--- src/rtl/cmp_iter_pkg.sv ---
// rtl/cmp_iter_pkg.sv - shared op encodings, state enumeration and result helpers for cmp_iter
//
// Purpose: common definitions imported by cmp_iter and its testbench-visible behaviour.
// Contents: cmp_op encodings 0-13, invalid-op bound, FSM state type, op classification
//           helpers and the eq/lt -> result mapping.

package cmp_iter_pkg;

  localparam logic [3:0] OP_EQ  = 4'd0;
  localparam logic [3:0] OP_GT  = 4'd1;
  localparam logic [3:0] OP_LT  = 4'd2;
  localparam logic [3:0] OP_NE  = 4'd3;
  localparam logic [3:0] OP_GE  = 4'd4;
  localparam logic [3:0] OP_LE  = 4'd5;
  localparam logic [3:0] OP_EQZ = 4'd6;
  localparam logic [3:0] OP_GTZ = 4'd7;
  localparam logic [3:0] OP_LTZ = 4'd8;
  localparam logic [3:0] OP_NEZ = 4'd9;
  localparam logic [3:0] OP_GEZ = 4'd10;
  localparam logic [3:0] OP_LEZ = 4'd11;
  localparam logic [3:0] OP_LTU = 4'd12;
  localparam logic [3:0] OP_GEU = 4'd13;

  // Codes at or above this bound are rejected with out_err.
  localparam logic [3:0] OP_INVALID_MIN = 4'd14;

  typedef enum logic [1:0] {
    ST_IDLE = 2'd0,
    ST_SCAN = 2'd1,
    ST_DONE = 2'd2
  } state_t;

  // Compare-against-zero ops substitute zero for the second operand.
  function automatic logic is_zero_op(input logic [3:0] op);
    return (op >= OP_EQZ) && (op <= OP_LEZ);
  endfunction

  function automatic logic is_unsigned_op(input logic [3:0] op);
    return (op == OP_LTU) || (op == OP_GEU);
  endfunction

  function automatic logic is_invalid_op(input logic [3:0] op);
    return op >= OP_INVALID_MIN;
  endfunction

  // Map the recorded equal/less-than flags onto the requested relation.
  function automatic logic op_result(input logic [3:0] op, input logic eq, input logic lt);
    logic r;
    r = 1'b0;
    case (op)
      OP_EQ, OP_EQZ:         r = eq;
      OP_NE, OP_NEZ:         r = !eq;
      OP_LT, OP_LTZ, OP_LTU: r = lt;
      OP_GE, OP_GEZ, OP_GEU: r = !lt;
      OP_GT, OP_GTZ:         r = !lt && !eq;
      OP_LE, OP_LEZ:         r = lt || eq;
      default:               r = 1'b0;
    endcase
    return r;
  endfunction

endpackage

--- src/rtl/cmp_slice.sv ---
// rtl/cmp_slice.sv - combinational unsigned compare of one operand slice
//
// Purpose: reports equality and unsigned less-than of two SLICE-wide values.
// Ports:   a, b  - slice values
//          eq    - a == b
//          lt    - a <  b (unsigned)

module cmp_slice #(
  parameter int SLICE = 8
) (
  input  logic [SLICE-1:0] a,
  input  logic [SLICE-1:0] b,
  output logic             eq,
  output logic             lt
);

  assign eq = (a == b);
  assign lt = (a < b);

endmodule

--- src/rtl/cmp_iter.sv ---
// rtl/cmp_iter.sv - iterative slice-serial signed/unsigned comparator with early termination
//
// Purpose: accepts one comparison request at a time and scans the operands SLICE bits per
//          cycle from the MSB end, stopping at the first differing slice.
// Ports:   clk, reset (async, active-low)
//          in_valid/in_ready  - request handshake; num1, num2, cmp_op request fields
//          out_valid/out_ready - result handshake; cmp_out result, out_err invalid-op flag

module cmp_iter
  import cmp_iter_pkg::*;
#(
  parameter int WIDTH = 32,
  parameter int SLICE = 8
) (
  input  logic             clk,
  input  logic             reset,
  input  logic             in_valid,
  output logic             in_ready,
  input  logic [WIDTH-1:0] num1,
  input  logic [WIDTH-1:0] num2,
  input  logic [3:0]       cmp_op,
  output logic             out_valid,
  input  logic             out_ready,
  output logic             cmp_out,
  output logic             out_err
);

  localparam int NSLICE = WIDTH / SLICE;
  localparam int IDX_W  = (NSLICE > 1) ? $clog2(NSLICE) : 1;
  localparam logic [IDX_W-1:0] IDX_TOP = IDX_W'(NSLICE - 1);
  localparam logic [WIDTH-1:0] MSB_MASK = {1'b1, {(WIDTH-1){1'b0}}} >> 0;

  state_t           state, state_d;
  logic [WIDTH-1:0] a_q, b_q;
  logic [3:0]       op_q;
  logic [IDX_W-1:0] idx_q;
  logic             eq_q, lt_q;

  logic [WIDTH-1:0] a_cmp, b_cmp, a_sh, b_sh;
  logic [SLICE-1:0] slice_a, slice_b;
  logic             s_eq, s_lt;
  logic             op_bad;
  logic             scan_last;

  // Flipping the sign bit maps two's-complement order onto unsigned order.
  assign a_cmp = is_unsigned_op(op_q) ? a_q : (a_q ^ MSB_MASK);
  assign b_cmp = is_unsigned_op(op_q) ? b_q : (b_q ^ MSB_MASK);

  assign a_sh    = a_cmp >> (idx_q * SLICE);
  assign b_sh    = b_cmp >> (idx_q * SLICE);
  assign slice_a = a_sh[SLICE-1:0];
  assign slice_b = b_sh[SLICE-1:0];

  cmp_slice #(.SLICE(SLICE)) u_slice (
    .a  (slice_a),
    .b  (slice_b),
    .eq (s_eq),
    .lt (s_lt)
  );

  assign op_bad = is_invalid_op(op_q);

  // An invalid op spends exactly one scan cycle; otherwise stop on a difference or the last slice.
  assign scan_last = op_bad || !s_eq || (idx_q == '0);

  always_comb begin
    state_d   = state;
    in_ready  = 1'b0;
    out_valid = 1'b0;
    cmp_out   = 1'b0;
    out_err   = 1'b0;
    case (state)
      ST_IDLE: begin
        in_ready = 1'b1;
        if (in_valid) state_d = ST_SCAN;
      end
      ST_SCAN: begin
        if (scan_last) state_d = ST_DONE;
      end
      ST_DONE: begin
        out_valid = 1'b1;
        out_err   = op_bad;
        cmp_out   = !op_bad && op_result(op_q, eq_q, lt_q);
        if (out_ready) state_d = ST_IDLE;
      end
      default: state_d = ST_IDLE;
    endcase
  end

  always_ff @(posedge clk or negedge reset) begin
    if (!reset) begin
      state <= ST_IDLE;
      a_q   <= '0;
      b_q   <= '0;
      op_q  <= '0;
      idx_q <= '0;
      eq_q  <= 1'b0;
      lt_q  <= 1'b0;
    end else begin
      state <= state_d;
      case (state)
        ST_IDLE: begin
          if (in_valid) begin
            a_q   <= num1;
            b_q   <= is_zero_op(cmp_op) ? '0 : num2;
            op_q  <= cmp_op;
            idx_q <= IDX_TOP;
          end
        end
        ST_SCAN: begin
          if (scan_last) begin
            eq_q <= s_eq;
            lt_q <= s_lt;
          end else begin
            idx_q <= idx_q - 1'b1;
          end
        end
        default: ;
      endcase
    end
  end

endmodule

--- config.mk ---
export PLATFORM = sky130hd
export DESIGN_NAME = cmp_iter
export DESIGN_NICKNAME = d
export VERILOG_FILES = /design/src/rtl/cmp_iter_pkg.sv /design/src/rtl/cmp_slice.sv /design/src/rtl/cmp_iter.sv
export SDC_FILE = /design/constraint.sdc
export NUM_CORES = 1
export LEC_CHECK = 0
export ABC_AREA = 0
export CAP_MARGIN = 0
export CORE_MARGIN = 1
export CORE_UTILIZATION = 51
export CTS_CLUSTER_DIAMETER = 100
export DETAILED_ROUTE_END_ITERATION = 7
export PLACE_DENSITY = 0.85
export SYNTH_ARGS = -nofsm -noshare
export SYNTH_HDL_FRONTEND = slang
export SYNTH_SLANG_ARGS = --single-unit
--- constraint.sdc ---
create_clock -name clk -period 2.96 [get_ports clk]
set_input_delay 0.592 -clock clk [delete_from_list [all_inputs] [get_ports clk]]
set_output_delay 0.592 -clock clk [all_outputs]
set_load 0.01 [all_outputs]
# Word level (Yosys, flattened, before mapping)
# Index checks and enable logic that the tools add are counted.
[totals]
reg_bits = 74
inputBits = 72
out_inout_bits = 4
wordCells = 77
[op_classes]
add_sub_neg = 1
order_cmp = 4
n_eq_ne = 20
n_shift = 2
n_mux = 16
bitwise = 2
reduce_logical = 25
[ops]
columns = ["op", "n"]
rows = [
  ["two-way mux 32 bit", 3],
  ["right shift 32 x 5 -> 8 bit", 2],
  ["equality test 4 bit (second input constant)", 6],
  ["equality test 4 x 3 -> 1 bit (second input constant)", 4],
  ["two-way mux 2 bit", 5],
  ["equality test 4 x 2 -> 1 bit (second input constant)", 2],
  ["equality test 8 bit", 1],
  ["< comparator 8 bit", 1],
  ["!= test 2 bit (second input constant)", 4],
  ["OR reduction 2 bit", 4],
  ["case mux 1 bit (6 select lines)", 1],
  ["case mux 2 bit (3 select lines)", 1],
  ["AND reduction 3 bit", 2],
  ["OR reduction 3 bit", 2],
  ["two-way mux 1 bit", 5],
  ["equality test 4 x 1 -> 1 bit (second input constant)", 1],
  [">= comparator 4 x 3 -> 1 bit (second input constant)", 1],
  [">= comparator 4 bit (second input constant)", 1],
  ["<= comparator 4 bit (second input constant)", 1],
  ["logical NOT 1 bit", 4],
  ["logical NOT 2 bit", 2],
  ["logical NOT 4 bit", 1],
  ["logical OR 1 bit", 4],
  ["case mux 2 bit (2 select lines)", 1],
  ["other kinds (7)", 11],
]

# Logic depth before layout (Yosys ltp)
[depth]
ltp_word = 10
depth_mapped = 10
depth_no_buf = 9

# Hierarchy
# A second synthesis with hierarchy kept.
[unflattened]
hier_cells = 324
area_unflattened_um2 = 3529.6
[modules_own_cells]
columns = ["module", "instances", "cells_each", "area_per_inst_um2", "seq_area_each_um2"]
rows = [
  ["cmp_iter", 1, 297, 3326.9, 1851.8],
  ["cmp_slice", 1, 27, 202.7, 0.0],
]

# Worst setup path after synthesis
# OpenSTA, ideal clock, no wires.
[synth_path]
kind = "flip-flop to flip-flop"
start = "reg idx_q[0]"
end = "reg lt_q"
arrival_ns = 2.231
setup_slack_ns = 0.595
stages_incl_launch_ff = 8
synth_period_minus_slack_ns = 2.365
cell_sequence = "dfrtp_1 buf_2 buf_4 mux4_2 ha_1 nand4_1 o31ai_1 o41ai_1"
[synth_via]
elab_chain_cells = 6
[synth_lines]
columns = ["item", "line", "rtl"]
rows = [
  ["from (decl)", "cmp_iter.sv:36", "logic [IDX_W-1:0] idx_q;"],
  ["from (signal assigned)", "cmp_iter.sv:115", "idx_q <= idx_q - 1'b1;"],
  ["right shift 32 x 5 -> 8 bit (on tied branches)", "cmp_iter.sv:49, cmp_iter.sv:50", ""],
  ["equality test 8 bit", "cmp_slice.sv:17", "assign eq = (a == b);"],
  ["logical NOT 1 bit", "cmp_iter.sv:64", "assign scan_last = op_bad || !s_eq || (idx_q == '0);"],
  ["logical OR 1 bit (2 in series)", "cmp_iter.sv:64", ""],
  ["AND reduction 2 bit (no line)", "n/a", ""],
  ["to (signal assigned)", "cmp_iter.sv:113", "lt_q <= s_lt;"],
  ["to (decl)", "cmp_iter.sv:37", "logic eq_q, lt_q;"],
]
# Several ways; a longest one is shown, not always the timed one.
# A chain may end at the register's enable or synchronous reset.

# Worst setup path after layout
[layout_path]
start = "reg op_q[2]"
end = "out cmp_out"
[layout_via]
elab_chain_cells = 6
[layout_lines]
columns = ["item", "line", "rtl"]
rows = [
  ["from (decl)", "cmp_iter.sv:35", "logic [3:0] op_q;"],
  ["from (signal assigned)", "cmp_iter.sv:106", "op_q <= cmp_op;"],
  ["equality test 4 bit (tied with other cells)", "cmp_iter_pkg.sv:50", "case (op)"],
  ["OR reduction 3 bit or OR reduction 2 bit (tied branches)", "cmp_iter_pkg.sv:50", ""],
  ["case mux 1 bit (6 select lines)", "cmp_iter_pkg.sv:50", ""],
  ["two-way mux 1 bit", "cmp_iter.sv:72", "case (state)"],
  ["logical AND 1 bit (*)", "cmp_iter.sv:83", "cmp_out = !op_bad && op_result(op_q, eq_q, lt_q);"],
  ["two-way mux 1 bit (*)", "cmp_iter.sv:72", ""],
  ["to (decl)", "cmp_iter.sv:24", "output logic cmp_out,"],
]
# Every way passes the cells marked *; elsewhere a longest branch is shown, timed or not. The select of a mux whose other input is x is not followed.

==> impl_metrics.toml <==
[run_status]
outcome = "finished, violations left"
violations = "DRC"

[place]
io_buffers = 75
gp_congestion = 0.861
place_hpwl_mm = 5.04

[worst_setup_path]
r2r_slack_ns = 0.38
crit_chain = "mux2_2 > mux4_2 > a22o_1 > clkdlybuf4s50_1"
max_stage_delay_ns = 0.47
startpoint_type = "flip-flop"
crit-reg2reg-launch = "op_q[3]$_DFFE_PN0P_"
end_kind = "output port"
worst_ep_arrival_time_ns = 2.27
required_ns = 2.37
slowest_stage = "dfrtp_2"
worstSetupPathType = "flip-flop to output port"
reg2regPathDepth = 8
cp_max_fo = 11
r2r_end = "idx_q[1]$_DFFE_PN0P_"

[clock_network]
clockBufferDepth = 2
cts.repair_timing.setup_buffer_count = 0
cts-resized-gates = 0
path_clk_slew_ns = 0.07
cts_max_level = 3
cts_buffers = 9
cts_tree = "done"
cts-root-buf = "clkbuf_8"
ctsHoldBuffers = 0
worstSkewPairLatency_ns = 0.34
clock-sinks = 74

[logic_synthesis]
syn_inst = 250
synth_area_leader_cell = "dfrtp_1"
synth-xor-area-share = 0.00500
synth_warnings = 0
synthAdderAreaFrac = 0.0350
ys_seq_area_frac = 0.528
synth_area_leaders = "dfrtp_1, mux2_1, mux4_2"
synth_top_family_by_area = "multiplexers"
syn_area_mm2 = 0.00351
synth_enable_flop_cells = 0
ys_async_sr_fraction = 1.00
syn_avg_cell_area_um2 = 14.0
synthMuxAreaShare = 0.231
synth_ff_type = "dfrtp_1"
ys_ff_latch = 74
yosysTopAreaCellShare = 0.528
yosysUniqueCellTypes = 37
synth-compound-area-share = 0.121
synth-simple-area-share = 0.0400
synthesis.nets = 331

[sta]
drv_slew = 0
fmax_ghz = 0.350
rsz0062_at_grt = "false"
finalSetupTns_ns = 0
relSlewSlack = 0.401
clock_skew_ns = 0.00673
period_share = 0.966
worst_pin_slew_ns = 0.899
min_period_ns = 2.86
hold_viol_final = 0
whs_ns = 0.373
setup_viol = 0

[power_and_ir_drop]
powerDensity_mw_per_mm2 = 936
peakVddDrop_v = 0.000535
p_leak_uw = 0.00197

[global_routing]
antenna_found_initial = 0
grt_usage = 0.219
grt_pass1_vias = 2554
grt_pass1_wl_mm = 12.1
grt_max_degree = 75
overflow = 0

[route]
wl_per_cell_um = 17.7
num_vias = 2335
drc_errors = 4
wl_mm = 7.19
ant_nets = 0
drt_iter0_drc = 122
dr.pass1.iters = 7
avgViaCountPerCell = 5.75

[floorplanning]
die_area_mm2 = 0.00721
die_w_um = 84.9
num_io_pins = 76
core_region_area_mm2 = 0.00649
initial_core_util = 0.540
die_h_um = 84.9
num_rows = 29

[worst_hold_path]
hold_path_class = "primary input to async pin"

[job]
drv_cap = 0

[final_layout]
num_antenna_cells = 0
syn_to_final_growth_pct = 29.0
nets = 405
drive_gt1_frac = 0.140
==> cell usage after synthesis, drive strengths merged (2+ instances only) <==
cell type and n:
nand3b 2, nand4 2, nor2b 3, mux2 38
xor2 2, and3 2, inv 13, nand2 5
ha 9, nor2 9, clkbuf 4, a211oi 2
mux4 17, o21ai 3, a22o 33, a21oi 4
o31ai 2, dfrtp 74, buf 13
==> per-stage QoR <==
stage	std cells	area (um2)	power (uW)	utilization	worst slack [ns]
global placement	390	4300	3270	0.662	0.439
floorplan	250	3510	2920	-	0.595
detailed placement	390	4300	3390	0.662	0.370
CTS	406	4520	4260	0.696	0.0243
finish	406	4520	4230	0.696	0.101
global route	406	4520	4510	0.696	0.0148
==> cells by family (layout without fill, tap and decap cells) <==
| group | Yosys count | in the layout |
|---|---|---|
| AO/OA/AOI/OAI | 52 | 52 |
| multiplexers | 55 | 55 |
| adder cells (fa/ha/maj) | 10 | 10 |
| buffers and inverters | 30 | 109 |
| flip-flops | 74 | 74 |
| XOR/XNOR | 2 | 2 |
| AND/OR/NAND/NOR | 27 | 27 |
==> how the worst max path moves through the flow <==
stage / depth (start not counted) / start / slack, ns / to
after floorplan: 7 / idx_q[0]$_DFFE_PN0P_ / 0.59 / lt_q$_DFFE_PN0P_
after detailed placement: 8 / op_q[2]$_DFFE_PN0P_ / 0.37 / idx_q[1]$_DFFE_PN0P_
after global placement: 4 / op_q[2]$_DFFE_PN0P_ / 0.44 / cmp_out
after CTS: 4 / op_q[2]$_DFFE_PN0P_ / 0.02 / cmp_out
after global routing: 4 / op_q[2]$_DFFE_PN0P_ / 0.01 / cmp_out
final: 4 / op_q[2]$_DFFE_PN0P_ / 0.10 / cmp_out
==> state kept, by name, indices dropped and copies added (netlist names) <==
name	cells
state	2
a_q	32
b_q	32
idx_q	2
op_q	4
eq_q	1
lt_q	1
==> report_power, final <==
part,internal [uW],leakage (uW),switching [uW],total (uW)
sequential,1510,0.000898,334,1840
clock,495,0.000109,363,858
combinational,903,0.000960,633,1540
==> per-layer routing <==
layer	vias to the layer above	global-route usage	share of wire
met5	-	0	0
met4	0	0.0894	0.021
met3	14	0.0409	0.038
met2	63	0.373	0.51
met1	1174	0.280	0.43
li1	1084	-	-
==> cell usage in the layout (no fill, tap or decap), types with 2 or more instances in the layout <==
cell,n
nand2_1,4
mux2_1,36
buf_4,6
dfrtp_1,73
mux4_2,17
clkbuf_8,10
inv_1,13
nor2b_1,3
o21ai_0,2
a22o_1,33
and3_1,2
nor2_1,8
bufinv_16,2
nand3b_1,2
mux2_2,2
a21oi_1,4
ha_1,9
clkdlybuf4s50_1,74
clkinv_2,2
o31ai_1,2
xor2_1,2
nand4_1,2
==> layout make-up <==
| type | instances | area (um2) |
|---|---|---|
| tap | 77 | 96.3 |
| clock buffer | 11 | 141 |
| multi-input combinational | 146 | 1520 |
| clock inverter | 5 | 77.6 |
| sequential | 74 | 1850 |
| inverter | 13 | 48.8 |
| timing repair buffer | 80 | 786 |
| fill | 467 | 1970 |
==> critical path: cells and delay by family (launching register included) <==
kind / cells / cell delay (ns)
AOI/OAI and AO/OA: 1 / 0.19
DFF: 1 / 0.47
muxes: 2 / 0.80
buffers and inverters: 1 / 0.47
Power figures use the tool's default switching activity.
